--- config.mk ---
export PLATFORM = sky130hd
export DESIGN_NAME = oh_demux_stream
export DESIGN_NICKNAME = d
export VERILOG_FILES = /design/src/rtl/oh_demux_pkg.sv /design/src/rtl/oh_slot.sv /design/src/rtl/oh_demux_stream.sv
export SDC_FILE = /design/constraint.sdc
export NUM_CORES = 1
export LEC_CHECK = 0
export ABC_AREA = 1
export BUFFER_PORTS_ARGS = -buffer_cell sky130_fd_sc_hd__buf_2
export CELL_PAD_IN_SITES_DETAIL_PLACEMENT = 0
export CELL_PAD_IN_SITES_GLOBAL_PLACEMENT = 1
export CORE_ASPECT_RATIO = 0.7
export CORE_MARGIN = 8
export CORE_UTILIZATION = 37
export CTS_CLUSTER_SIZE = 40
export DETAILED_ROUTE_END_ITERATION = 10
export PLACE_DENSITY = 0.82
export SLEW_MARGIN = 10
export SYNTH_ARGS = -nofsm -noshare
export SYNTH_HDL_FRONTEND = slang
export SYNTH_SLANG_ARGS = --single-unit
--- constraint.sdc ---
create_clock -name clk -period 1.75 [get_ports clk]
set_clock_uncertainty 0.15 [all_clocks]
set_input_delay 0.175 -clock clk [delete_from_list [all_inputs] [get_ports clk]]
set_output_delay 0.175 -clock clk [all_outputs]
set_load 0.01 [all_outputs]
--- src/rtl/oh_demux_pkg.sv ---
// Shared helpers for the one-hot stream demultiplexer: select legality,
// one-hot to index conversion and default counter sizing.
package oh_demux_pkg;

  // Widest select the helpers accept; callers zero-extend narrower selects.
  localparam int unsigned OH_MAX_W = 64;

  // Default width of the illegal-select counter and its saturation value.
  localparam int unsigned ERR_CW_DEF = 8;
  localparam logic [ERR_CW_DEF-1:0] ERR_MAX_DEF = {ERR_CW_DEF{1'b1}};

  // True when exactly one bit of v is set.
  function automatic logic is_one_hot(logic [OH_MAX_W-1:0] v);
    logic nonzero;
    logic single;
    nonzero = (v != {OH_MAX_W{1'b0}});
    single  = ((v & (v - OH_MAX_W'(1))) == {OH_MAX_W{1'b0}});
    return nonzero & single;
  endfunction

  // Index of the highest set bit; meaningful only for a one-hot input.
  function automatic int unsigned oh_to_idx(logic [OH_MAX_W-1:0] v);
    int unsigned idx;
    idx = 32'd0;
    for (int i = 0; i < OH_MAX_W; i++) begin
      if (v[i]) begin
        idx = unsigned'(i);
      end else begin
        idx = idx;
      end
    end
    return idx;
  endfunction

endpackage

--- src/rtl/oh_slot.sv ---
// One-entry output buffer for a single demux channel. A load wins over a
// drain on the same edge so a channel can stream one beat per cycle.
module oh_slot #(
  parameter int BW = 4
) (
  input  logic          clk,
  input  logic          rst_n,
  input  logic          load,
  input  logic          drain,
  input  logic [BW-1:0] d,
  output logic          v,
  output logic [BW-1:0] q
);

  logic          v_q;
  logic          v_d;
  logic [BW-1:0] q_q;
  logic [BW-1:0] q_d;

  // Next-state: load refills (even while draining), drain alone empties.
  always_comb begin
    v_d = v_q;
    q_d = q_q;
    if (load) begin
      v_d = 1'b1;
      q_d = d;
    end else if (drain) begin
      v_d = 1'b0;
    end else begin
      v_d = v_q;
    end
  end

  // Buffer registers; payload only moves on a load so it holds under stall.
  always_ff @(posedge clk or negedge rst_n) begin
    if (!rst_n) begin
      v_q <= 1'b0;
      q_q <= {BW{1'b0}};
    end else begin
      v_q <= v_d;
      q_q <= q_d;
    end
  end

  assign v = v_q;
  assign q = q_q;

endmodule

--- src/rtl/oh_demux_stream.sv ---
// Registered one-hot demultiplexer: routes each accepted beat into the
// one-entry buffer of the channel named by in_sel. Non-one-hot beats are
// swallowed, flagged with err_pulse and counted in a saturating counter.
module oh_demux_stream
  import oh_demux_pkg::*;
#(
  parameter int OUT_NUM = 4,
  parameter int BW      = 4,
  parameter int ERR_CW  = ERR_CW_DEF
) (
  input  logic               clk,
  input  logic               rst_n,
  input  logic               in_valid,
  output logic               in_ready,
  input  logic [OUT_NUM-1:0] in_sel,
  input  logic [BW-1:0]      in_data,
  output logic [OUT_NUM-1:0] out_valid,
  input  logic [OUT_NUM-1:0] out_ready,
  output logic [BW-1:0]      out_data [OUT_NUM-1:0],
  output logic               err_pulse,
  output logic [ERR_CW-1:0]  err_cnt
);

  localparam int IDX_W = (OUT_NUM > 1) ? $clog2(OUT_NUM) : 1;
  localparam logic [ERR_CW-1:0] ERR_MAX = {ERR_CW{1'b1}};

  logic                init_done_q;
  logic                err_pulse_q;
  logic                err_pulse_d;
  logic [ERR_CW-1:0]   err_cnt_q;
  logic [ERR_CW-1:0]   err_cnt_d;

  logic [OH_MAX_W-1:0] sel_ext_s;
  logic                legal_s;
  logic [IDX_W-1:0]    k_s;
  logic                ready_s;
  logic                accept_s;
  logic                illegal_acc_s;
  logic [OUT_NUM-1:0]  load_s;
  logic [OUT_NUM-1:0]  drain_s;
  logic [OUT_NUM-1:0]  buf_v_s;

  assign sel_ext_s = {{(OH_MAX_W-OUT_NUM){1'b0}}, in_sel};
  assign legal_s   = is_one_hot(sel_ext_s);
  assign k_s       = IDX_W'(oh_to_idx(sel_ext_s));

  // Ready: illegal beats always drop; legal ones need room in their slot.
  always_comb begin
    ready_s = 1'b0;
    if (!init_done_q) begin
      ready_s = 1'b0;
    end else if (!legal_s) begin
      ready_s = 1'b1;
    end else begin
      ready_s = ~buf_v_s[k_s] | out_ready[k_s];
    end
  end

  assign in_ready      = ready_s;
  assign accept_s      = in_valid & ready_s;
  assign illegal_acc_s = accept_s & ~legal_s;
  assign load_s        = (accept_s & legal_s) ? in_sel : {OUT_NUM{1'b0}};
  assign drain_s       = buf_v_s & out_ready;

  // Error pulse and saturating counter next-state.
  always_comb begin
    err_pulse_d = illegal_acc_s;
    err_cnt_d   = err_cnt_q;
    if (illegal_acc_s && (err_cnt_q != ERR_MAX)) begin
      err_cnt_d = err_cnt_q + ERR_CW'(1);
    end else begin
      err_cnt_d = err_cnt_q;
    end
  end

  // Control registers: init_done holds ready low for the first cycle after reset.
  always_ff @(posedge clk or negedge rst_n) begin
    if (!rst_n) begin
      init_done_q <= 1'b0;
      err_pulse_q <= 1'b0;
      err_cnt_q   <= {ERR_CW{1'b0}};
    end else begin
      init_done_q <= 1'b1;
      err_pulse_q <= err_pulse_d;
      err_cnt_q   <= err_cnt_d;
    end
  end

  assign err_pulse = err_pulse_q;
  assign err_cnt   = err_cnt_q;

  for (genvar g = 0; g < OUT_NUM; g++) begin : g_slot
    oh_slot #(.BW(BW)) u_slot (
      .clk   (clk),
      .rst_n (rst_n),
      .load  (load_s[g]),
      .drain (drain_s[g]),
      .d     (in_data),
      .v     (buf_v_s[g]),
      .q     (out_data[g])
    );
  end

  assign out_valid = buf_v_s;

endmodule

==> out/metrics.yaml, run 1 <==
rsz0062_at_grt: "false"
crit_path_max_incr_delay_ps: 360
io_buffers: 44
synthArstFlopShare_pct: 100.0
worstPathArrival_ps: 1300
routabilityCongestion: 0.7838
power_density_nw_per_um2: 1161
fp.dieH_um: 69.90
path_cells: "inv_1 -> nor2_1 -> nand2_1 -> nand3_1 -> nand2_2 -> o21a_1 -> buf_2"
cts_buffers: 5
setup_violations: 0
fmax_mhz: 613.9
viasPerCell: 4.500
hold_class: "primary input to register"
post-route-util_pct: 50.86
crit_fanout: 2
p_leak_nw: 1.067
fin_crit_sh_pct: 93.08
yosysSeqAreaShare_pct: 48.90
synth_enable_flop_cells: 0
synth_area_leaders: "dfrtp_1 49%, nand2_1 15%, o21bai_1 7.8%"
antenna_left: 0
period_needed_ps: 1629
synth_compound_area_share_pct: 12.63
tritoncts: "built"
status: "completed"
slew_viol_final: 0
cts_root_buffer: "clkbuf_8"
synth_top_flop_cell: "dfrtp_1"
synthSimpleGateAreaFrac_pct: 25.10
slowest_stage: "dfrtp_1"
finalHoldViolations: 0
ir_drop_uv: 563.9
synth_nets: 201
first_pass_iters: 4
placed_cell_area_um2: 1826
grt.overflow.total: 0
crit_required_ps: 1420
clk_latency_ps: 280
wl_mm: 3.707
path_class: "register to output port"
fin_ws_ps: 121.2
start_util_pct: 38.90
area_growth_pct: 30.73
pre_cts_slack_ps: -21.37
ys_types: 27
synth_top_area_share_pct: 48.90
core_area_um2: 3946
synthAdderAreaFrac_pct: 0.8150
pin_count: 45
critPathTopFamily: "flip-flops"
fin_area_um2: 2007
syn_area_um2: 1535
crit_path_end_kind: "output port"
drive_gt1_share_pct: 30.33
grt_max_degree: 31
yosys_register_bits: 30
synth_top_cell_by_area: "dfrtp_1"
synth_top_family_by_area: "simple AND/OR/NAND/NOR gates"
cts_buffer_depth: 2
num_rows: 19
syn_inst: 185
nNetsFinal: 259
synthMuxAreaShare_pct: 0
grt_first_pass_wirelength_mm: 6.182
drcViolationCount: 0
cp-start-kind: "register"
die_w_um: 92.99
vias: 1332
clock-sinks: 30
die-area_um2: 6500
worst_hold_slack_ps: 8.179
drtIter0Drc: 44
maxCapViolCount: 0
n_antenna_cell: 0
clk_pin_slew_ps: 60
ys_top_cells_by_count: "60 x nand2_1, 30 x dfrtp_1, 25 x inv_1"
worst_pin_slew_ps: 670.6
grtUsageTotal_pct: 12.03
routedWlPerCell_um: 12.52
grt_pass1_vias: 1259
p_total_mw: 2.331
ys_warn_count: 0
synth-xor-area-share_pct: 2.282
avgSynthCellArea_um2: 8.298
yosysMostFrequentCell: "nand2_1"
worst-path-buf-inv: 2
dpl.hpwl_mm: 2.752
slew_headroom_pct: 55.29
antenna_found_initial: 0
htreeDepth: 2
path summary, 6_finish.rpt:
| check | slack, ps | to | depth (start not counted) | startpoint |
|---|---|---|---|---|
| hold / removal | 8 | g_slot[2].u_slot.q[1] | 3 | in_data[1] |
| setup reg to reg | 160 | err_cnt[2] | 9 | err_cnt[0] |
| hold reg to reg | 360 | g_slot[2].u_slot.v | 2 | g_slot[2].u_slot.v |
| setup / recovery | 120 | in_ready | 7 | g_slot[3].u_slot.v |
| max in group asynchronous | 690 | g_slot[1].u_slot.q[2] | 2 | rst_n |
| min in group asynchronous | 320 | g_slot[2].u_slot.v | 2 | rst_n |
per-stage QoR:
step / TNS [ps] / instances
final: 0 / 296
after global placement: -55.34 / 281
after CTS: 0 / 295
after floorplan: 0 / 185
after detailed placement: -39.52 / 281
after global routing: 0 / 296
layout by cell type, fill, tap and decap left out, types with 2 or more instances in the layout:
cell / Yosys / final
nor2_4: 1 / 2
xor2_1: 2 / 2
nand2_1: 60 / 59
buf_2: 0 / 44
o22ai_1: 3 / 3
o21ai_0: 4 / 4
nand3b_1: 2 / 2
buf_4: 4 / 6
nor2_2: 0 / 5
inv_2: 2 / 2
xnor2_1: 2 / 2
nand2_2: 1 / 2
nand3_1: 6 / 6
inv_1: 25 / 25
o21bai_1: 16 / 16
nor2_1: 14 / 8
dlygate4sd3_1: 0 / 6
dfrtp_1: 30 / 30
clkbuf_8: 0 / 6
state kept, by name, indices dropped and copies added, names as in the netlist:
| signal | cells |
|---|---|
| err_cnt | 8 |
| err_pulse | 1 |
| g_slot.u_slot.q | 16 |
| g_slot.u_slot.v | 4 |
| init_done_q | 1 |
routing by layer:
layer	up-vias	track usage [%]	share of wire (%)
li1	688	-	-
met1	609	17.14	52
met2	30	16.10	40
met3	5	4.162	7.0
met4	0	4.270	0.92
met5	-	0	0
final cells by class:
| type | instances | area [um^2] |
|---|---|---|
| Tap cell | 52 | 65.06 |
| Inverter | 27 | 101.3 |
| Timing Repair Buffer | 57 | 345.3 |
| Sequential cell | 30 | 750.7 |
| Clock inverter | 1 | 5.005 |
| Multi-Input combinational cell | 122 | 653.1 |
| Clock buffer | 7 | 86.33 |
| Fill cell | 415 | 1939 |
worst reg2reg max path, cell delays in order (launching register included):
cell and delay [ps]:
dfrtp_1 410, ha_1 220, nand3_1 100, nor2_2 60, nand2_2 90, nor2_4 50
nor2_4 210, nand2_1 90, nand2_1 70, nand2_1 40
where the power goes:
part | switching (mW) | total, mW | internal (mW) | leakage (nW)
Combinational | 0.398 | 0.758 | 0.361 | 0.645
Sequential | 0.126 | 1.00 | 0.875 | 0.374
Clock | 0.255 | 0.572 | 0.317 | 0.0482
logic make-up (layout without fill, tap and decap cells):
logic type	Yosys count	after routing
DFF	30	30
buffers and inverters	33	92
other	1	1
xor gates and xnor gates	4	4
AOI/OAI and AO/OA	28	28
and+or+nand+nor	88	88
adders and majority gates	1	1
timing repair:
action / CTS / global route
setup endpoints to repair: 4 / 20
pin swaps: 0 / 1
endpoints found under the hold margin: 35 / 0
setup buffers: 0 / 1
gates resized for setup: 1 / 7
hold buffers: 6 / 0
No activity file was read; power rests on OpenSTA's default activity.
==> run 2, diff against run 1 <==
- CORE_UTILIZATION: 37 -> 36
- PLACE_DENSITY: 0.82 -> 0.81
- SYNTH_HIERARCHICAL: unset -> 1
==> out/metrics.yaml, run 2 <==
fp.dieH_um: 69.92
status: "completed"
setup_violations: 0
synthSimpleGateAreaFrac_pct: 33.64
ys_top_cells_by_count: "90 x nand2_1, 30 x dfrtp_1, 26 x inv_1"
syn_inst: 193
drive_gt1_share_pct: 26.19
period_needed_ps: 1640
die_w_um: 93.03
multi_input_area_um2: 631.9
avgSynthCellArea_um2: 7.747
layout_commonest_cell: "nand2_1"
n_antenna_cell: 0
core_area_um2: 3946
crit_fanout: 4
instances_no_fill: 304
wl_mm: 3.586
antenna_found_initial: 0
grt_first_pass_wirelength_mm: 5.947
yosys_register_bits: 30
grtUsageTotal_pct: 11.50
dpl.hpwl_mm: 2.766
worst_pin_slew_ps: 656.5
worst_hold_slack_ps: 11.47
synth_top_cell_by_area: "dfrtp_1"
drtIter0Drc: 60
fin_crit_sh_pct: 93.70
cts_buffer_depth: 2
synth_top_flop_cell: "dfrtp_1"
largest_reg_flops: 16
synth_area_leaders: "dfrtp_1 50%, nand2_1 23%, inv_1 6.5%"
post-route-util_pct: 48.89
slew_viol_final: 0
first_pass_iters: 4
io_buffers: 44
synth_top_family_by_area: "simple AND/OR/NAND/NOR gates"
routabilityCongestion: 0.8018
grt_pass1_vias: 1207
synth_top_area_share_pct: 50.21
slew_headroom_pct: 56.23
placedCellCount: 294
synthMuxAreaShare_pct: 0
finalHoldViolations: 0
synth_enable_flop_cells: 0
tritoncts: "built"
htreeDepth: 2
ys_types: 21
grt_max_degree: 31
fmax_mhz: 609.9
share_comb_of_total_power_pct: 23.9
cts_buffers: 5
worstPathArrival_ps: 1310
hold_class: "primary input to register"
pin_count: 45
ir_drop_uv: 540.6
maxCapViolCount: 0
area_growth_pct: 29.04
cts_root_buffer: "clkbuf_8"
synth-xor-area-share_pct: 2.343
drcViolationCount: 0
synthAdderAreaFrac_pct: 0.8368
synth_compound_area_share_pct: 5.188
crit_path_end_kind: "output port"
regArea_um2: 750.7
yosysSeqAreaShare_pct: 50.21
p_total_mw: 1.964
viasPerCell: 4.250
start_util_pct: 37.89
swShare_pct: 31.59
synthArstFlopShare_pct: 100.0
grt.overflow.total: 0
p_leak_nw: 1.162
vias: 1292
path_class: "register to output port"
ys_warn_count: 6
p_switching_mw: 0.6204
seq_power_share_pct: 47.1
syn_area_um2: 1495
clk_latency_ps: 280
clk_pin_slew_ps: 60
die-area_um2: 6504
synth_nets: 209
yosysMostFrequentCell: "nand2_1"
antenna_left: 0
power_density_nw_per_um2: 1018
internal_power_mw: 1.343
cp-start-kind: "register"
clock-sinks: 30
num_rows: 19
fill_cells: 411
nNetsFinal: 267
p_clk_share_pct: 29.0
crit_required_ps: 1420
tns_ps: 0
rsz0062_at_grt: "true"
cts_resized: 0
routedWlPerCell_um: 11.80
final_cell_mix: "90 x nand2_1, 44 x buf_2, 30 x dfrtp_1"
==> run 2: cell count changes after synthesis, sizes merged, moves of 3 or more <==
cell	before	now
o21ai	6	1
nand2	61	91
buf	6	0
o21bai	16	8
o22ai	3	0
inv	27	30
==> run 2: area by class of cell <==
cell class	count	area share, %
well taps	52	3.372
repair buffers	51	14.40
flip-flops and latches	30	38.91
clock inverters	1	0.2594
multi-input cells	133	32.75
clock buffers	7	4.475
inverters	30	5.837
==> run 2: kinds of logic (layout without fill, tap and decap cells) <==
logic type	Yosys count	after routing
compound gates	11	11
xor+xnor	4	4
fa+ha+maj	1	1
buf+inv	30	89
flops	30	30
other cells	1	1
simple gates	116	116
==> run 2: per-layer routing <==
layer | vias to the layer above | routed length, um | GRT usage (%)
met5 | - | 0 | 0
li1 | 700 | - | -
met3 | 5 | 262 | 4.162
met4 | 0 | 63 | 5.872
met1 | 557 | 1832 | 15.69
met2 | 30 | 1428 | 15.32
==> run 2: what timing repair did <==
| item | CTS | global route |
|---|---|---|
| hold endpoints to repair | 31 | 0 |
| setup endpoints to repair | 0 | 5 |
| hold buffers | 2 | 0 |
| buffers inserted | 0 | 0 |
==> run 2: final timing paths <==
| check | depth (start not counted) | slack, ps | end | start |
|---|---|---|---|---|
| hold / removal | 3 | 10 | g_slot[2].u_slot/q[0] | in_data[0] |
| setup / recovery | 7 | 110 | in_ready | g_slot[3].u_slot/v |
| min in group asynchronous | 2 | 320 | g_slot[0].u_slot/q[1] | rst_n |
| max in group asynchronous | 2 | 700 | err_cnt[7] | rst_n |
| setup reg to reg | 10 | 120 | g_slot[1].u_slot/q[1] | g_slot[3].u_slot/v |
| hold reg to reg | 2 | 310 | g_slot[2].u_slot/q[0] | g_slot[2].u_slot/q[0] |
==> run 2: critical path, cell delays in order (launching register included) <==
cell     delay (ps)
dfrtp_1         390
inv_1            50
nor2_1           90
nand2_1          60
nand3_1          70
nand2_1          70
o21a_1          170
buf_2           140
==> run 2: power by group through the flow <==
stage	sequential (mW)	clock, mW	combinational, mW
after floorplan	1.00	0	0.171
after global placement	0.935	0	0.473
after detailed placement	0.939	0	0.477
after CTS	0.927	0.583	0.483
after global routing	0.946	0.617	0.525
final	0.925	0.570	0.469
==> run 2: metrics by stage <==
stage | setup slack (ps) | cell area [um^2]
after floorplan | 234.9 | 1495
after global placement | 102.2 | 1818
after detailed placement | 103.3 | 1818
after CTS | 103.6 | 1929
after global routing | -18.55 | 1929
final | 110.3 | 1929
==> run 3, diff against run 2 <==
- CORE_UTILIZATION: 36 -> 30
- PLACE_DENSITY: 0.81 -> 0.7
==> out/metrics.yaml, run 3 (synthesized netlist as in run 2, its figures left out) <==
status: "completed"
reg2reg_slack_ps: 170
routedWlPerCell_um: 11.47
antenna_left: 0
swShare_pct: 31.16
p_clk_share_pct: 28.4
path_class: "register to output port"
grt.overflow.total: 0
largest_reg_flops: 16
setup_violations: 0
finalHoldViolations: 0
grt_max_degree: 31
wl_mm: 3.728
cts_buffers: 5
post-route-util_pct: 41.60
n_antenna_cell: 0
pin_count: 45
num_rows: 21
crit_path_max_incr_delay_ps: 360
fp.dieH_um: 75.07
grt_pass1_vias: 1275
crit_path_end_kind: "output port"
multi_input_area_um2: 636.9
slew_headroom_pct: 53.83
drcViolationCount: 0
clock-sinks: 30
start_util_pct: 31.27
worst_pin_slew_ps: 692.5
tritoncts: "built"
ir_drop_uv: 495.2
path_cells: "inv_1 -> nor2_1 -> nand2_1 -> nand3_1 -> nand2_1 -> o21a_1 -> buf_2"
power_density_nw_per_um2: 991.9
clk_latency_ps: 270
seq_power_share_pct: 46.8
slowest_stage: "dfrtp_1"
placed_cell_area_um2: 1847
hold_class: "primary input to register"
worst_hold_slack_ps: 16.96
internal_power_mw: 1.358
layout_commonest_cell: "nand2_1"
vias: 1321
grtUsageTotal_pct: 10.50
viasPerCell: 4.065
p_leak_nw: 1.184
crit_top_cell: "nand2_1"
dpl.hpwl_mm: 2.890
htreeDepth: 2
p_switching_mw: 0.6149
fill_cells: 532
regArea_um2: 750.7
first_pass_iters: 4
instances_no_fill: 325
maxCapViolCount: 0
share_comb_of_total_power_pct: 24.9
worstPathArrival_ps: 1270
drive_gt1_share_pct: 28.52
die-area_um2: 7535
fin_crit_sh_pct: 91.26
placedCellCount: 312
fmax_mhz: 626.1
core_area_um2: 4782
nNetsFinal: 271
period_needed_ps: 1597
die_w_um: 100.4
cts_buffer_depth: 2
grt_first_pass_wirelength_mm: 6.279
io_buffers: 44
drtIter0Drc: 67
area_growth_pct: 33.05
slew_viol_final: 0
fin_area_um2: 1989
p_total_mw: 1.973
cts_root_buffer: "clkbuf_8"
cp-start-kind: "register"
crit_required_ps: 1420
routabilityCongestion: 0.7677
clk_pin_slew_ps: 60
final_cell_mix: "89 x nand2_1, 44 x buf_2, 30 x dfrtp_1"
crit_fanout: 3
antenna_found_initial: 0
[run 3: changes by cell type in the layout (fill, tap and decap cells not counted)]
cell / before / now
buf_4: 5 / 9
buf_6: 0 / 1
dlygate4sd3_1: 2 / 1
inv_2: 4 / 3
inv_4: 0 / 1
nand2_1: 90 / 89
nand2_2: 1 / 2
nor2_1: 9 / 8
nor2_2: 2 / 3
[run 3: repair_timing]
item,in CTS,in global routing
setup endpoints to repair,0,5
resized for setup,0,4
hold endpoints to repair,30,0
hold buffers,1,0
setup buffers,0,4
[run 3: final cells by class]
class	count	area share, %
sequential	30	37.74
multi-input combinational	133	32.01
timing repair buffer	55	15.53
inverter	30	5.786
clock buffer	7	4.340
tap	69	4.340
clock inverter	1	0.2516
[run 3: worst max-delay path, delay by kind of cell (launching register included)]
kind            cells  cell delay (ps)
buf+inv             2              180
simple gates        4              300
flops               1              360
compound gates      1              170
[run 3: routing by layer]
metal / GRT usage (%) / routed length, um / up-vias
met5: 0 / 0 / -
met4: 3.500 / 27 / 0
met3: 3.047 / 185 / 2
met2: 15.98 / 1585 / 25
met1: 13.94 / 1930 / 584
li1: - / - / 710
[run 3: power by group through the flow]
stage / combinational (mW) / clock (mW) / sequential, mW
2_1_floorplan: 0.171 / 0 / 1.00
3_3_place_gp: 0.477 / 0 / 0.938
3_5_place_dp: 0.479 / 0 / 0.936
4_1_cts: 0.482 / 0.579 / 0.927
5_1_grt: 0.554 / 0.628 / 0.944
6_report: 0.491 / 0.560 / 0.923
[run 3: final timing paths]
| kind | end | depth (start not counted) | from |
|---|---|---|---|
| setup reg to reg | g_slot[1].u_slot/q[1] | 11 | g_slot[3].u_slot/v |
| setup / recovery | in_ready | 7 | g_slot[3].u_slot/v |
| hold reg to reg | g_slot[2].u_slot/q[0] | 2 | g_slot[2].u_slot/q[0] |
| max in group asynchronous | err_cnt[1] | 2 | rst_n |
| hold / removal | g_slot[0].u_slot/q[1] | 3 | in_data[1] |
| min in group asynchronous | g_slot[2].u_slot/q[2] | 2 | rst_n |
[run 3: metrics by stage]
step | setup TNS (ps) | setup WS (ps)
finish | 0 | 152.9
global route | -9.159 | -8.709
CTS | 0 | 113.2
detailed placement | 0 | 90.47
global placement | 0 | 43.08
floorplan | 0 | 234.9
